`src/rtl/count_capture_pkg.sv`:
```
// Shared types and defaults for the count capture sequencer.
package count_capture_pkg;

    localparam int CNT_W_DEF = 8;
    localparam int DEPTH_DEF = 16;

    // A request of 0 selects a full-depth capture.
    localparam int N_FULL_CODE = 0;

    typedef enum logic [1:0] {
        IDLE,
        ARMED,
        CAPTURE,
        READ
    } state_t;

    // Requests of 0 and requests above the memory depth both mean a full-depth capture.
    function automatic int clamp_n(input int ns, input int depth);
        return (ns == N_FULL_CODE || ns > depth) ? depth : ns;
    endfunction

endpackage

```
`src/rtl/capture_mem.sv`:
```
// Sample memory: one write port and one registered read port.
// The array itself is not reset; only the read register clears on reset.
module capture_mem #(
    parameter  int CNT_W = 8,
    parameter  int DEPTH = 16,
    localparam int PTR_W = $clog2(DEPTH)
) (
    input  logic             i_clk,
    input  logic             i_rst,
    input  logic             i_we,
    input  logic [PTR_W-1:0] i_waddr,
    input  logic [CNT_W-1:0] i_wdata,
    input  logic             i_re,
    input  logic [PTR_W-1:0] i_raddr,
    output logic [CNT_W-1:0] o_rdata
);

    logic [CNT_W-1:0] r_mem [DEPTH];
    logic [CNT_W-1:0] r_rdata;

    always_ff @(posedge i_clk) begin
        if (i_we) begin
            r_mem[i_waddr] <= i_wdata;
        end
    end

    always_ff @(posedge i_clk) begin
        if (i_rst) begin
            r_rdata <= '0;
        end else if (i_re) begin
            r_rdata <= r_mem[i_raddr];
        end
    end

    assign o_rdata = r_rdata;

endmodule

```
`src/rtl/count_capture_ctrl.sv`:
```
// Free-running counter plus trigger/capture/readout sequencer for a small sample memory.
// Optional CNT_WRAP_IRQ_EN adds a wrap pulse output and a saturating wrap counter.
//
// state   | meaning
// IDLE    | waiting for arm
// ARMED   | waiting for count == trig_val (with cnt_en)
// CAPTURE | writing consecutive counts into memory
// READ    | streaming captured samples over rd_valid/rd_ready
module count_capture_ctrl
    import count_capture_pkg::*;
#(
    parameter  int CNT_W = CNT_W_DEF,
    parameter  int DEPTH = DEPTH_DEF,
    localparam int PTR_W = $clog2(DEPTH)
) (
    input  logic             clk,
    input  logic             rst,
    input  logic             cnt_en,
    input  logic             arm,
    input  logic             abort,
    input  logic [CNT_W-1:0] trig_val,
    input  logic [PTR_W:0]   num_samples,
    output logic [CNT_W-1:0] count,
    output logic             busy,
    output logic             done,
    output logic             rd_valid,
    input  logic             rd_ready,
    output logic [CNT_W-1:0] rd_data,
    output logic             rd_last
`ifdef CNT_WRAP_IRQ_EN
    ,
    output logic             wrap_irq,
    output logic [7:0]       wrap_cnt
`endif
);

    state_t           r_state;
    state_t           w_state_nxt;
    logic [CNT_W-1:0] r_count;
    logic [PTR_W-1:0] r_wr_ptr;
    logic [PTR_W-1:0] w_wr_ptr_nxt;
    logic [PTR_W-1:0] r_rd_ptr;
    logic [PTR_W-1:0] w_rd_ptr_nxt;
    logic [PTR_W-1:0] r_n_m1;
    logic [PTR_W-1:0] w_n_m1_nxt;
    logic [PTR_W-1:0] w_n_m1_req;
    logic             r_rd_valid;
    logic             w_rd_valid_nxt;
    logic             r_done;
    logic             w_done_nxt;
    logic             w_mem_we;
    logic [PTR_W-1:0] w_mem_waddr;
    logic             w_mem_re;
    logic [PTR_W-1:0] w_mem_raddr;
    logic             w_trig;
    logic             w_xfer;
    logic             w_arm_ok;
    logic             w_rd_last;

    // N is held as N-1 so it fits the pointer width even at full depth.
    assign w_n_m1_req = PTR_W'(clamp_n(int'(num_samples), DEPTH) - 1);
    assign w_trig     = cnt_en && (r_count == trig_val);
    assign w_xfer     = r_rd_valid && rd_ready;
    assign w_arm_ok   = (r_state == IDLE) && arm && !abort;
    assign w_rd_last  = r_rd_valid && (r_rd_ptr == r_n_m1);

    always_ff @(posedge clk) begin
        if (rst) begin
            r_count <= '0;
        end else if (cnt_en) begin
            r_count <= r_count + CNT_W'(1);
        end
    end

    always_ff @(posedge clk) begin
        if (rst) begin
            r_state    <= IDLE;
            r_wr_ptr   <= '0;
            r_rd_ptr   <= '0;
            r_n_m1     <= PTR_W'(DEPTH - 1);
            r_rd_valid <= 1'b0;
            r_done     <= 1'b0;
        end else begin
            r_state    <= w_state_nxt;
            r_wr_ptr   <= w_wr_ptr_nxt;
            r_rd_ptr   <= w_rd_ptr_nxt;
            r_n_m1     <= w_n_m1_nxt;
            r_rd_valid <= w_rd_valid_nxt;
            r_done     <= w_done_nxt;
        end
    end

    always_comb begin
        w_state_nxt    = r_state;
        w_wr_ptr_nxt   = r_wr_ptr;
        w_rd_ptr_nxt   = r_rd_ptr;
        w_n_m1_nxt     = r_n_m1;
        w_rd_valid_nxt = r_rd_valid;
        w_done_nxt     = 1'b0;
        w_mem_we       = 1'b0;
        w_mem_waddr    = r_wr_ptr;
        w_mem_re       = 1'b0;
        w_mem_raddr    = r_rd_ptr + PTR_W'(1);
        if (abort) begin
            w_state_nxt    = IDLE;
            w_rd_valid_nxt = 1'b0;
        end else begin
            case (r_state)
                IDLE: begin
                    if (w_arm_ok) begin
                        w_state_nxt  = ARMED;
                        w_n_m1_nxt   = w_n_m1_req;
                        w_wr_ptr_nxt = '0;
                    end
                end
                ARMED: begin
                    if (w_trig) begin
                        w_mem_we     = 1'b1;
                        w_mem_waddr  = '0;
                        w_wr_ptr_nxt = PTR_W'(1);
                        w_state_nxt  = (r_n_m1 == '0) ? READ : CAPTURE;
                    end
                end
                CAPTURE: begin
                    if (cnt_en) begin
                        w_mem_we     = 1'b1;
                        w_wr_ptr_nxt = r_wr_ptr + PTR_W'(1);
                        if (r_wr_ptr == r_n_m1) begin
                            w_state_nxt = READ;
                        end
                    end
                end
                READ: begin
                    // First READ cycle preloads sample 0; valid rises on the next edge.
                    if (!r_rd_valid) begin
                        w_mem_re       = 1'b1;
                        w_mem_raddr    = '0;
                        w_rd_ptr_nxt   = '0;
                        w_rd_valid_nxt = 1'b1;
                    end else if (w_xfer) begin
                        if (w_rd_last) begin
                            w_state_nxt    = IDLE;
                            w_rd_valid_nxt = 1'b0;
                            w_done_nxt     = 1'b1;
                        end else begin
                            w_mem_re     = 1'b1;
                            w_rd_ptr_nxt = r_rd_ptr + PTR_W'(1);
                        end
                    end
                end
                default: begin
                    w_state_nxt = IDLE;
                end
            endcase
        end
    end

    capture_mem #(
        .CNT_W (CNT_W),
        .DEPTH (DEPTH)
    ) u_mem (
        .i_clk   (clk),
        .i_rst   (rst),
        .i_we    (w_mem_we),
        .i_waddr (w_mem_waddr),
        .i_wdata (r_count),
        .i_re    (w_mem_re),
        .i_raddr (w_mem_raddr),
        .o_rdata (rd_data)
    );

    assign count    = r_count;
    assign busy     = (r_state != IDLE);
    assign done     = r_done;
    assign rd_valid = r_rd_valid;
    assign rd_last  = w_rd_last;

`ifdef CNT_WRAP_IRQ_EN
    logic       r_wrap_irq;
    logic [7:0] r_wrap_cnt;
    logic       w_wrap;

    assign w_wrap = cnt_en && (r_count == '1);

    always_ff @(posedge clk) begin
        if (rst) begin
            r_wrap_irq <= 1'b0;
            r_wrap_cnt <= '0;
        end else begin
            r_wrap_irq <= w_wrap;
            if (w_arm_ok) begin
                r_wrap_cnt <= '0;
            end else if (w_wrap && (r_wrap_cnt != 8'hFF)) begin
                r_wrap_cnt <= r_wrap_cnt + 8'd1;
            end
        end
    end

    assign wrap_irq = r_wrap_irq;
    assign wrap_cnt = r_wrap_cnt;
`endif

endmodule

```
`config.mk`:
```
export PLATFORM = sky130hd
export DESIGN_NAME = count_capture_ctrl
export DESIGN_NICKNAME = d
export VERILOG_FILES = /design/src/rtl/count_capture_pkg.sv /design/src/rtl/capture_mem.sv /design/src/rtl/count_capture_ctrl.sv
export SDC_FILE = /design/constraint.sdc
export NUM_CORES = 1
export LEC_CHECK = 0
export ABC_AREA = 1
export ABC_CLOCK_PERIOD_IN_PS = 2100
export CAP_MARGIN = 0
export CORE_MARGIN = 3
export CORE_UTILIZATION = 54
export DETAILED_ROUTE_END_ITERATION = 10
export PLACE_DENSITY = 0.86
export SKIP_LAST_GASP = 1
export SYNTH_ARGS = -nofsm -noshare
export SYNTH_HDL_FRONTEND = slang
export SYNTH_SLANG_ARGS = --single-unit
```
`constraint.sdc`:
```
create_clock -name clk -period 2.1 [get_ports clk]
set_input_delay 0.42 -clock clk [delete_from_list [all_inputs] [get_ports clk]]
set_output_delay 0.42 -clock clk [all_outputs]
set_load 0.05 [all_outputs]
```
==> flow_summary.toml, run 1 <==
[outcome]
status = "finished clean"

[synthesis]
avgSynthCellArea_um2 = 9.22
syn_area_um2 = 7500
synth_seq_cells = 160
synth_cells = 813
yosysSeqAreaShare_pct = 59.8
yosys.area.top_type_share_pct = 51.3
synth_cell_type_count = 33
syn-num-nets = 842
yosys.area.top_type = "edfxtp_1"
yosys_warnings = 0
synthTopCellsByArea = "edfxtp_1 51%, nand2_1 11%, dfxtp_1 8.5%"

[setup_path]
slowest_stage = "clkdlybuf4s50_1"
reg2reg_depth = 8
rrSetupSlack_ns = 0.08
critPathTopFamily = "buffers and inverters"
critical_path.max_stage_delay_ns = 0.47
cp_max_fo = 8
required_ns = 2.25
critical_path.cell_chain = "clkdlybuf4s50_1 -> inv_1 -> nand2_1 -> nand2_2 -> nor3_4 -> nand4_1 -> buf_6 -> o21ai_0 -> nand2_1 -> buf_4 -> nor2_2 -> buf_6"
reg2reg_from = "r_state[0]"
cp.arrival_ns = 2.23
worstSetupPathType = "input pin to flip-flop"
crit_buf_inv = 5
worst_setup_path_start_kind = "input pin"
worstReg2RegEnd = "u_mem.r_mem[15][4]"
endpoint_kind = "flip-flop"

[route]
wl_per_cell_um = 18.1
antenna_left = 0
drt_iter0_markers = 939
routed_wl_um = 20100
routed_via_density = 5.65
drc_errors = 0
firstDrtPassIters = 7
vias = 6273

[timing]
setup_tns_ns = 0
fin_crit_sh_pct = 98.8
hold_viol = 0
rsz0062_at_grt = "yes"
drv_slew = 0
slew_headroom_pct = 66.3
final-setup-viol-count = 0
finClkSkew_ns = 0.00906
worstMarginPinSlew_ns = 0.504
min_period_ns = 2.08
fmax_mhz = 482

[clocking]
cts_max_level = 4
clockBufferDepth = 2
cts_root_buf = "clkbuf_16"
clkSinkCount = 160
cts_tree = "done"
cts_buffers = 17
clk_latency_ns = 0.44
cts.reportedPaths.clkPinSlew_ns = 0.06
hold_buffers = 0

[power]
p_leak_nw = 3.96
cellPowerDensity_nw_per_um2 = 724
peakVddDrop_uv = 546

[global_routing]
grt_usage_pct = 27.1
grt_overflow_total = 0
grt_pass1_wl_um = 30900
grt_max_degree = 43
grt_pass1_vias = 5897
antenna_found_initial = 0

[finish]
utilization_pct = 70.0
final_cell_mix = "200 x nand2_1, 128 x edfxtp_1, 104 x nand3_1"
final_cells = 1110
nNetsFinal = 950
n_antenna_cell = 0
drive_above_1_share_pct = 18.7
syn_to_final_growth_pct = 25.1
layout_commonest_cell = "nand2_1"

[min_path]
hold_start = "count[0]"
hold_path.class = "flip-flop to flip-flop"
whs_path_depth = 2
min_to = "count[0]"

[placed_design]
dp_hpwl_um = 12400
gp_congestion = 0.963
io_buffers = 38
post-place-cells = 1079

[run]
maxCapViolCount = 0

[floorplan]
die_x_um = 124
die_h_um = 124
rows = 42
die_area_um2 = 15300
coreArea_um2 = 13400
io_pins = 39
start_util_pct = 56.0
worst max path at each step:
| stage | cells after the start | to | slack, ns | start |
|---|---|---|---|---|
| finish | 12 | u_mem.r_mem[4][3] | 0.02 | trig_val[5] |
| global route | 12 | u_mem.r_mem[15][6] | -0.03 | cnt_en |
| CTS | 16 | u_mem.r_mem[5][3] | 0.007 | trig_val[7] |
| detailed placement | 13 | u_mem.r_mem[5][5] | -0.56 | trig_val[5] |
| global placement | 11 | u_mem.r_mem[8][7] | -0.48 | trig_val[6] |
| floorplan | 8 | u_mem.r_mem[0][0] | 0.02 | count[0] |
synthesized netlist by cell type:
cell type / number
a211o_1: 1
a211oi_1: 1
a21oi_1: 22
a31oi_1: 1
buf_2: 17
buf_4: 3
buf_6: 1
clkbuf_1: 5
dfxtp_1: 32
edfxtp_1: 128
ha_1: 10
inv_1: 106
inv_2: 6
nand2_1: 210
nand2_2: 2
nand2_4: 1
nand3_1: 107
nand3_4: 1
nand3b_1: 24
nand4_1: 3
nor2_1: 78
nor2_2: 1
nor2_4: 1
nor3_1: 11
nor4b_1: 1
o211a_1: 2
o211ai_1: 9
o21ai_0: 21
o21bai_1: 1
o221ai_1: 1
o31ai_1: 1
xnor2_1: 3
xor2_1: 2
per-stage QoR:
stage | worst slack (ns) | instance area, um^2 | hold WS, ns | total power, mW
2_1_floorplan | 0.0242 | 7560 | 0.464 | 3.71
3_3_place_gp | -0.485 | 8640 | 0.477 | 3.89
3_5_place_dp | -0.560 | 8640 | 0.487 | 3.89
4_1_cts | 0.00725 | 9210 | 0.497 | 6.76
5_1_grt | -0.0305 | 9380 | 0.537 | 6.99
6_report | 0.0244 | 9380 | 0.495 | 6.80
where the power goes:
group	leakage (nW)	switching [mW]	internal (mW)
combinational	2.22	0.264	0.172
sequential	1.46	0.0228	3.41
clock	0.276	1.22	1.71
routing by layer:
layer  routed length, um  vias up  global-route usage [%]
met1                7830     2877                    35.4
met5                   0        -                       0
met2                9620      395                    43.9
met4                 809        0                    12.0
li1                    -     2912                       -
met3                1830       89                    5.68
worst register-to-register path, delay by kind of cell (launching register included):
| kind | cells | cell delay, ns |
|---|---|---|
| and+or+nand+nor | 3 | 0.26 |
| AOI/OAI and AO/OA | 1 | 0.18 |
| DFF | 1 | 0.45 |
| adders and majority gates | 1 | 0.35 |
| buffers and inverters | 3 | 0.50 |
sequential cells by signal, summed over array words and instances (netlist names):
| name | flops |
|---|---|
| u_mem.r_mem | 128 |
| count | 8 |
| u_mem.o_rdata | 8 |
| r_n_m1 | 4 |
| r_rd_ptr | 4 |
| r_wr_ptr | 4 |
| r_state | 2 |
| done | 1 |
| rd_valid | 1 |
kinds of logic after synthesis:
logic type | share of synthesized area [%]
buf+inv | 7.44
flops | 59.8
simple gates | 25.8
xor+xnor | 0.584
compound gates | 4.66
fa+ha+maj | 1.67
area by class of cell:
class	count	area, um^2
clock buffers	17	425
clock inverters	15	126
fillers	914	4020
inverters	112	428
multi-input cells	515	2620
flip-flops and latches	160	4510
well taps	176	220
repair buffers	115	1050
what timing repair did:
action,in CTS,in global routing
buffers inserted,1,2
endpoints found under the setup margin,129,134
gates resized for setup,5,55
pin swaps,1,12
cloned,0,0
(Power assumes the default switching activity.)
==> run 2, diff against run 1 <==
CORE_UTILIZATION = 57   (was 54)
DONT_BUFFER_PORTS = 1   (was not set)
PLACE_DENSITY = 0.85   (was 0.86)
==> flow_summary.toml, run 2 (synthesis results as in run 1) <==
[outcome]
status = "finished clean"

[setup_path]
reg2reg_depth = 13
critical_path.cell_chain = "inv_1 -> nand2_1 -> nand2_1 -> nor2_1 -> nand2_1 -> nor2_2 -> nand3_1 -> a21oi_1 -> buf_4 -> nand2_1 -> buf_4 -> nor2_2 -> buf_6"
critical_path.max_stage_delay_ns = 0.36
reg2reg_from = "count[1]"
slowest_stage = "dfxtp_4"
cp-startpoint = "count[1]"
cp_common_cell = "nand2_1"
critPathTopFamily = "simple AND/OR/NAND/NOR gates"
crit_buf_inv = 4
required_ns = 2.25
endpoint_kind = "flip-flop"
cp.arrival_ns = 2.20
worstSetupPathType = "flip-flop to flip-flop"
worst_setup_path_start_kind = "flip-flop"
cp_max_fo = 8
path_depth = 13

[route]
vias = 5991
antenna_left = 0
drt_iter0_markers = 875
routed_wl_um = 18800
wl_per_cell_um = 18.0
drc_errors = 0
firstDrtPassIters = 5
routed_via_density = 5.72

[min_path]
hold_path.class = "input pin to flip-flop"
whs_path_depth = 1
hold_start = "rst"

[timing]
slew_headroom_pct = 61.9
final-setup-viol-count = 0
drv_slew = 0
finClkSkew_ns = 0.00736
min_period_ns = 2.05
worstMarginPinSlew_ns = 0.571
hold_viol = 0
fmax_mhz = 489
setup_tns_ns = 0
fin_crit_sh_pct = 97.4

[finish]
syn_to_final_growth_pct = 17.9
layout_commonest_cell = "nand2_1"
drive_above_1_share_pct = 15.4
finish.instance_area_um2 = 8840
final_cells = 1047
final_cell_mix = "205 x nand2_1, 128 x edfxtp_1, 106 x nand3_1"
multiInputGateArea_um2 = 2580
largest_reg_flops = 128
utilization_pct = 69.5
regArea_um2 = 4510
n_antenna_cell = 0
nFillCells = 905
regMostFlops = "u_mem.r_mem"
nNetsFinal = 891

[power]
power.total_mw = 6.84
swShare_pct = 21.4
p_leak_nw = 3.64
seqPwrFrac_pct = 50.3
p_comb_share_pct = 4.7
p_switching_mw = 1.46
power.internal_mw = 5.37
p_clk_share_pct = 45.1
peakVddDrop_uv = 536
cellPowerDensity_nw_per_um2 = 774

[global_routing]
grt_overflow_total = 0
grt_max_degree = 29
grt_pass1_vias = 5662
antenna_found_initial = 0
grt_usage_pct = 26.5
grt_pass1_wl_um = 29000

[floorplan]
io_pins = 39
die_x_um = 121
start_util_pct = 58.9
die_h_um = 121
coreArea_um2 = 12700
die_area_um2 = 14600
rows = 41

[clocking]
cts_max_level = 4
clk_latency_ns = 0.44
cts_buffers = 17
clockBufferDepth = 2
cts.reportedPaths.clkPinSlew_ns = 0.06
cts_tree = "done"
clkSinkCount = 160
cts_root_buf = "clkbuf_16"
hold_buffers = 0

[placed_design]
dp_hpwl_um = 12100
place_area_um2 = 8100
gp_congestion = 0.895
io_buffers = 0
post-place-cells = 1015

[run]
maxCapViolCount = 0
run 2: routing by layer:
layer	track usage (%)	up-vias	routed length, um	part of all wire, %
met5	0	-	0	0
met4	10.1	0	568	3.0
met3	6.17	56	1930	10
met2	43.5	365	9230	49
met1	34.4	2777	7090	38
li1	-	2793	-	-
run 2: power by group through the flow:
| stage | combinational [mW] | sequential [mW] | clock [mW] |
|---|---|---|---|
| after floorplan | 0.194 | 3.51 | 0 |
| after global placement | 0.296 | 3.50 | 0 |
| after detailed placement | 0.304 | 3.50 | 0 |
| after CTS | 0.309 | 3.43 | 3.09 |
| after global routing | 0.351 | 3.44 | 3.24 |
| final | 0.321 | 3.44 | 3.08 |
run 2: worst register-to-register path, cell delays in order (launching register included):
cell	delay (ns)
dfxtp_4	0.36
inv_1	0.06
nand2_1	0.09
nand2_1	0.06
nor2_1	0.08
nand2_1	0.07
nor2_2	0.14
nand3_1	0.09
a21oi_1	0.17
buf_4	0.15
nand2_1	0.06
buf_4	0.17
nor2_2	0.12
buf_6	0.15
run 2: cell type report:
class	instances	share of cell area [%]
clock buffers	18	4.86
repair buffers	56	5.78
multi-input cells	515	29.2
inverters	112	4.83
flip-flops and latches	160	51.1
well taps	172	2.43
clock inverters	14	1.88
run 2: worst paths after layout:
| check | endpoint | slack, ns |
|---|---|---|
| worst max-delay path | u_mem.r_mem[12][4] | 0.05 |
| worst min-delay path | r_rd_ptr[1] | 0.05 |
| worst max register to register | u_mem.r_mem[12][4] | 0.05 |
| worst min register to register | count[0] | 0.51 |
run 2: metrics by stage:
step           worst slack (ns)  hold WS (ns)
2_1_floorplan            0.0242         0.464
3_3_place_gp             0.0267         0.490
3_5_place_dp            -0.0434         0.494
4_1_cts                  0.0133        0.0439
5_1_grt                 -0.0418        0.0389
6_report                 0.0543        0.0540
run 2: repair_timing:
action | in CTS | in global routing
pin swaps | 0 | 2
hold endpoints to repair | 0 | 0
resized for setup | 1 | 38
endpoints found under the setup margin | 1 | 138
setup buffers | 0 | 0
==> run 3, diff against run 2 <==
ABC_CLOCK_PERIOD_IN_PS = not set   (was 2100)
==> results of run 3 <==
Same layout as run 2: the final DEF is identical, and so are final timing and power.
==> edit: new RTL, flow settings as in run 3 <==
Re-encode `state_t` (4 states) as one-hot, 4 bits wide.
--- a/src/rtl/count_capture_pkg.sv
+++ b/src/rtl/count_capture_pkg.sv
@@ -9,7 +9,7 @@
 
-    typedef enum logic [1:0] {
-        IDLE,
-        ARMED,
-        CAPTURE,
-        READ
+    typedef enum logic [3:0] {
+        IDLE    = 4'b0001,
+        ARMED   = 4'b0010,
+        CAPTURE = 4'b0100,
+        READ    = 4'b1000
     } state_t;
Check against the original RTL: no difference found for any inputs over 4 cycles, from zero or initial values and one cycle with rst high; so few cycles prove little.
==> edit against run 3 <==
  * Cell area is 1.3% lower
  * Global-route usage is 0.79 points higher
  * Synthesized area is 0.58% higher
  * Sequential power is 2% higher
  * Setup slack better by 27 ps
  * Wire length is 1.6% higher
  * Sequential cell count is 2 higher
  * Total power is 2.7% higher
  * Largest power group unchanged
==> edit: results <==
{
  "grt_antenna_before_repair": 0,
  "via_per_inst": 5.93,
  "arrival_ps": 1600,
  "grt_pass1_vias": 5700,
  "dp.cells": 962,
  "drt-initial-drc-count": 821,
  "placed_area_um2": 8070,
  "hp-start": "rst",
  "clk_path_buf_depth": 2,
  "place_congestion": 0.934,
  "synth_ff_type": "edfxtp_1",
  "cpPeakStageDelay_ps": 460,
  "grt_max_degree": 41,
  "synth_cells": 775,
  "outcome": "complete, no violations",
  "yosys_warnings": 0,
  "r2r-start": "r_state[0]",
  "cpMaxStageDelayCell": "dfxtp_1",
  "nFillCells": 896,
  "cts-htree-levels": 4,
  "holdCritPathClass": "in2reg",
  "ir_worst_vdd_uv": 525,
  "fin_area_um2": 8720,
  "clk_pin_slew_ps": 60,
  "worstSkewPairLatency_ps": 430,
  "ys_seq_area_frac": 0.600,
  "r2r_end": "u_mem.r_mem[5][5]",
  "fin_skew_ps": 7.64,
  "worst_hold_path.endpoint": "r_rd_ptr[1]",
  "stdcell_count": 994,
  "synth_area_leaders": "edfxtp_1 51%, nand3_1 9.6%, dfxtp_1 9.0%, inv_1 5.9%, nand2_1 5.0%",
  "pwr-share-comb": 0.055,
  "root_buffer": "clkbuf_16",
  "p_sw_frac": 0.220,
  "rr_worst_depth": 9,
  "yosysMostFrequentCell": "nand3_1",
  "hpwlAfterDp_um": 12300,
  "portBuffers": 0,
  "synth_nets": 798,
  "crit_fanout": 5,
  "worstHoldPathCells": 1,
  "critPathTopFamily": "flip-flops",
  "p_leak_nw": 3.61,
  "synth.cells.most_frequent": "145 x nand3_1, 128 x edfxtp_1, 118 x inv_1, 100 x nand2_1, 61 x nor2_1",
  "wl_um": 19100,
  "r2r_setup_slack_ps": 110,
  "grt_pass1_wl_um": 30200,
  "largest_reg_flops": 128,
  "worst_pin_slew_ps": 563,
  "synth-async-reset-ratio": 0,
  "synthDistinctLibCells": 38,
  "layout-drive-gt1-share": 0.190,
  "final_nets": 832,
  "dr.pass1.iters": 6,
  "grt_use_total": 0.272,
  "regMostFlops": "u_mem.r_mem",
  "pwr-share-seq": 0.499
}
-- edit: area by class of cell --
type,instances,share of cell area
Sequential cell,162,0.522
Inverter,124,0.0534
Clock inverter,9,0.0102
Clock buffer,23,0.0608
Multi-Input combinational cell,454,0.279
Tap cell,172,0.0247
Timing Repair Buffer,50,0.0506
-- edit: cells by family after synthesis --
kind of cell / after synthesis / share of synthesized area
and+or+nand+nor: 376 / 0.241
DFF: 162 / 0.600
buffers and inverters: 159 / 0.0854
AOI/OAI and AO/OA: 63 / 0.0539
xor gates and xnor gates: 11 / 0.0128
adders and majority gates: 4 / 0.00664
-- edit: what timing repair did --
action,in CTS,in global routing
gates resized for setup,0,10
endpoints found under the setup margin,0,117
setup buffers,0,0
-- edit: worst max path at each step --
stage / start / endpoint / depth (start not counted)
CTS: count[4] / u_mem.r_mem[13][1] / 8
global route: count[3] / u_mem.r_mem[8][0] / 10
finish: r_n_m1[0] / rd_last / 5
floorplan: count[4] / u_mem.r_mem[10][0] / 8
detailed placement: trig_val[4] / u_mem.r_mem[13][2] / 7
global placement: trig_val[4] / u_mem.r_mem[12][3] / 7
-- edit: through the flow --
stage / total power (W) / worst slack, ps / hold slack (ps)
floorplan: 0.00382 / -24.2 / 455
finish: 0.00702 / 81.5 / 48.8
global route: 0.00720 / -15.8 / 36.8
CTS: 0.00703 / 8.74 / 42.5
detailed placement: 0.00393 / -9.28 / 482
global placement: 0.00391 / 41.5 / 473
-- edit: per-layer routing --
metal / vias to the layer above / wire length (µm) / part of all wire / GRT usage
li1: 2694 / - / - / -
met1: 2744 / 7370 / 0.39 / 0.360
met2: 390 / 9180 / 0.48 / 0.436
met3: 62 / 1920 / 0.10 / 0.0513
met4: 0 / 649 / 0.034 / 0.132
met5: - / 0 / 0 / 0
